`src/rtl/n2t_pkg.sv`:
```
// Shared constants and the one-bit demux selector cell for the n2t memory tiles.
// Storage tiles import this package so word width and tile geometry stay in one place.
package n2t_pkg;

    localparam int N2T_WORD_W      = 16;
    localparam int N2T_RAM8_DEPTH  = 8;
    localparam int N2T_RAM8_ADDR_W = 3;

    // Routes in to bit[sel]; the other output is 0.
    function automatic logic [1:0] n2t_dmux(input logic in, input logic sel);
        n2t_dmux = {in & sel, in & ~sel};
    endfunction

endpackage

```
`src/rtl/n2t_register16.sv`:
```
// Load-enabled word register with asynchronous active-low clear; out is the stored state.
module n2t_register16 #(
    parameter int WIDTH = 16
) (
    input  logic             clk,
    input  logic             rst_n,
    input  logic [WIDTH-1:0] in,
    input  logic             load,
    output logic [WIDTH-1:0] out
);

    logic [WIDTH-1:0] state_reg;

    // in is only observed when load is high, so an unknown in cannot leak into the state.
    always_ff @(posedge clk or negedge rst_n) begin
        if (!rst_n) begin
            state_reg <= '0;
        end else if (load) begin
            state_reg <= in;
        end
    end

    assign out = state_reg;

endmodule

```
`src/rtl/n2t_ram8.sv`:
```
// Eight-word register bank: load is dmux-tree decoded to one word, out is mux-tree selected.
// Base storage tile for the larger RAM banks.
module n2t_ram8
    import n2t_pkg::*;
#(
    parameter int WIDTH  = N2T_WORD_W,
    parameter int DEPTH  = N2T_RAM8_DEPTH,
    parameter int ADDR_W = N2T_RAM8_ADDR_W
) (
    input  logic              clk,
    input  logic              rst_n,
    input  logic [WIDTH-1:0]  in,
    input  logic              load,
    input  logic [ADDR_W-1:0] address,
    output logic [WIDTH-1:0]  out
);

    logic [1:0]       strobe_l1;
    logic [3:0]       strobe_l2;
    logic [DEPTH-1:0] strobe;

    logic [WIDTH-1:0] word_q [DEPTH];
    logic [WIDTH-1:0] sel_l2 [4];
    logic [WIDTH-1:0] sel_l1 [2];

    // Load demux tree, MSB first: leaf index equals the address value.
    assign strobe_l1 = n2t_dmux(load, address[ADDR_W-1]);

    genvar gi;
    generate
        for (gi = 0; gi < 2; gi++) begin : g_dmux_l2
            assign strobe_l2[2*gi +: 2] = n2t_dmux(strobe_l1[gi], address[ADDR_W-2]);
        end

        for (gi = 0; gi < 4; gi++) begin : g_dmux_l3
            assign strobe[2*gi +: 2] = n2t_dmux(strobe_l2[gi], address[ADDR_W-3]);
        end

        for (gi = 0; gi < DEPTH; gi++) begin : g_word
            n2t_register16 #(
                .WIDTH(WIDTH)
            ) u_word (
                .clk  (clk),
                .rst_n(rst_n),
                .in   (in),
                .load (strobe[gi]),
                .out  (word_q[gi])
            );
        end

        // Read mux tree, LSB first, mirroring the demux tree.
        for (gi = 0; gi < 4; gi++) begin : g_mux_l2
            assign sel_l2[gi] = address[ADDR_W-3] ? word_q[2*gi+1] : word_q[2*gi];
        end

        for (gi = 0; gi < 2; gi++) begin : g_mux_l1
            assign sel_l1[gi] = address[ADDR_W-2] ? sel_l2[2*gi+1] : sel_l2[2*gi];
        end
    endgenerate

    assign out = address[ADDR_W-1] ? sel_l1[1] : sel_l1[0];

endmodule

```
`config.mk`:
```
export PLATFORM = sky130hd
export DESIGN_NAME = n2t_ram8
export DESIGN_NICKNAME = d
export VERILOG_FILES = /design/src/rtl/n2t_pkg.sv /design/src/rtl/n2t_register16.sv /design/src/rtl/n2t_ram8.sv
export SDC_FILE = /design/constraint.sdc
export NUM_CORES = 1
export LEC_CHECK = 0
export ABC_AREA = 1
export BUFFER_PORTS_ARGS = -buffer_cell sky130_fd_sc_hd__buf_2
export CAP_MARGIN = 20
export CELL_PAD_IN_SITES_DETAIL_PLACEMENT = 1
export CELL_PAD_IN_SITES_GLOBAL_PLACEMENT = 2
export CORE_AREA = 2 2 158 160
export DETAILED_ROUTE_END_ITERATION = 10
export DIE_AREA = 0 0 160 162
export PLACE_DENSITY_LB_ADDON = 0.1
export SLEW_MARGIN = 10
export SYNTH_ARGS = -nofsm -noshare
export SYNTH_HDL_FRONTEND = slang
export SYNTH_SLANG_ARGS = --single-unit
```
`constraint.sdc`:
```
create_clock -name clk -period 3.65 [get_ports clk]
set_clock_uncertainty 0.05 [all_clocks]
set_input_delay 1.095 -clock clk [delete_from_list [all_inputs] [get_ports clk]]
set_output_delay 1.095 -clock clk [all_outputs]
set_load 0.005 [all_outputs]
```
==> impl_metrics.csv <==
group,metric,value,unit
timing,fmax,297,MHz
min_path,min_to,"g_word[0].u_word.out[13]",
timing,timing.final.crit_share,92.3,%
logic_synthesis,synth_top_family_by_area,"simple AND/OR/NAND/NOR gates",
placed_design,gp_congestion,0.723,
critical_path,critical_path_arrival,2220,ps
clocking,postCtsResizedCells,0,
logic_synthesis,synth_edf_count,0,
finish,seq_area,3200,um2
logic_synthesis,ys_seq_area_share,51.4,%
timing,setup_viol,0,
critical_path,rr_endpoint,"g_word[5].u_word.out[3]",
placed_design,place_area,6920,um2
finish,largest_register_ff_count,128,
die,io_pins,38,
critical_path,critPathLaunchType,"primary input",
clocking,hold_buffers,0,
clocking,cts-root-buf,"clkbuf_16",
finish,fill_cells,3027,
logic_synthesis,synth_area_leader_cell,"dfrtp_1",
detailed_routing,remaining_drc_errors,0,
logic_synthesis,yosys.area_share.simple,26.2,%
timing,tightest_slew,639,ps
logic_synthesis,synth_compound_area_share,10.3,%
logic_synthesis,ys_ff_latch,128,
global_route,grt_max_degree,46,
placed_design,hpwlAfterDp,13700,um
critical_path,crit_path_max_fanout,23,
finish,final_nets,925,
placed_design,post-place-cells,1208,
placed_design,io_buffer_count,37,
finish,utilization,31.2,%
clocking,cts_tree,"built",
clocking,cts_made_buffers,17,
logic_synthesis,synth_top_area_share,51.4,%
timing,maxSlewViolCount,0,
detailed_routing,dr.first_iter.drc_count,291,
timing,worst_slack,282,ps
timing,final.setup.tns,0,ps
power,p_per_area,566,nW/um2
logic_synthesis,syn_inst,863,
die,core-area,24100,um2
finish,layout-drive-gt1-share,11.3,%
die,rows,57,
finish,design_area,7510,um2
critical_path,criticalPathCategory,"primary input to output pin",
timing,whs,431,ps
critical_path,cp.required,2500,ps
finish,diodes,0,
finish,fin_cells,1239,
power,vdd_drop_max,0.266,mV
logic_synthesis,yosysMostFrequentCell,"nand2_1",
detailed_routing,drt_wl_total,20200,um
timing,period_minus_slack,3370,ps
timing,hold_viol,0,
logic_synthesis,syn_area,6230,um2
run_status,outcome,"finished, final reports clean",
detailed_routing,dr.pass1.iters,4,
clocking,clk_latency,410,ps
min_path,worstHoldPathCells,2,
timing,relSlewSlack,57.4,%
timing,rsz0062_at_grt,"false",
detailed_routing,ant_nets,0,
global_route,antenna_found_initial,0,
die,dieArea,25900,um2
clocking,cts_buffer_depth,2,
global_route,grt_pass1_vias,5960,
critical_path,r2r-start,"g_word[5].u_word.out[3]",
logic_synthesis,yosys-top-cells-area,"dfrtp_1, nand2_1, o21ai_0",
clocking,cts.sinks,128,
logic_synthesis,synth_cell_type_count,13,
logic_synthesis,ys.warnings.count,0,
global_route,overflow,0,
logic_synthesis,synth_commonest_cells,"nand2_1, inv_1, dfrtp_1",
logic_synthesis,synth_nets,885,
clocking,htreeDepth,4,
global_route,grt_use_total,17.0,%
die,die_w,160,um
detailed_routing,wl_per_cell,16.3,um
power,p_leak,4.04,nW
critical_path,r2r_cells,2,
detailed_routing,vias,5445,
clocking,cts_setup_buffers,0,
min_path,hp-start,"g_word[0].u_word.out[13]",
logic_synthesis,syn_avg_cell_area,7.22,um2
die,die_y,162,um
die,start_util,25.9,%
finish,multi_input_area,2270,um2
power,power,4.25,mW
clocking,clk_pin_slew,50,ps
flow_run,max_cap_violations,0,
logic_synthesis,synthAdderAreaFrac,0,%
global_route,grt_first_pass_wirelength,33800,um
logic_synthesis,synthArstFlopShare,100,%
min_path,hp-class,"flop to flop",
detailed_routing,vias_per_cell,4.39,
logic_synthesis,synthXorXnorAreaFrac,0,%
logic_synthesis,synthFlopType,"dfrtp_1",
critical_path,cp-end-kind,"output pin",
critical_path,r2r_slack,2910,ps
logic_synthesis,synth_mux_area_share,0,%
placed_design,pre_cts_ws,241,ps
finish,area_growth,20.4,%
-- final cells by class --
| type | count | area share (%) |
|---|---|---|
| inverters | 149 | 7.45 |
| clock buffers | 21 | 6.40 |
| well taps | 324 | 5.40 |
| multi-input cells | 538 | 30.3 |
| clock inverters | 10 | 1.47 |
| flip-flops and latches | 128 | 42.7 |
| repair buffers | 69 | 6.36 |
-- power by group --
part	internal (mW)	switching, mW	total (mW)
clock network	1.07	0.638	1.71
registers	1.69	0.132	1.82
logic	0.270	0.455	0.725
total	3.03	1.23	4.25
-- cells by family after synthesis --
logic type	Yosys count
simple gates	410
buf+inv	197
compound gates	128
flops	128
-- cell usage in the layout (no fill, tap or decap), drive strengths merged --
| master | synthesis | layout |
|---|---|---|
| nand2 | 337 | 337 |
| inv | 149 | 149 |
| dfrtp | 128 | 128 |
| o21ai | 128 | 128 |
| nand3 | 69 | 69 |
| buf | 20 | 69 |
| clkbuf | 28 | 21 |
| clkinv | 0 | 7 |
| nand4 | 2 | 2 |
| bufinv | 0 | 2 |
| nor2 | 2 | 2 |
| clkinvlp | 0 | 1 |
-- critical path, cell delays in order --
cell and delay [ps]:
buf_2 220, buf_4 340, nand2_1 110, nand3_1 90
nand2_1 60, nand2_1 60, nand2_1 90, buf_2 150
-- routing by layer --
metal	track usage (%)	part of all wire (%)	vias up
met4	4.34	1.1	0
met5	0	0	-
met1	23.0	50	2679
met2	28.3	47	56
met3	2.86	2.1	15
li1	-	-	2695
-- worst max-delay path by stage --
| stage | end | slack, ps | startpoint | depth (start not counted) |
|---|---|---|---|---|
| 3_5_place_dp | out[9] | 240 | address[0] | 8 |
| 3_3_place_gp | out[7] | 270 | address[0] | 8 |
| 5_1_grt | out[2] | 110 | address[0] | 8 |
| 4_1_cts | out[9] | 230 | address[0] | 8 |
| 2_1_floorplan | out[4] | 610 | address[1] | 7 |
| 6_report | out[9] | 280 | address[0] | 8 |
Note: power is estimated with default switching activity, not from simulation.
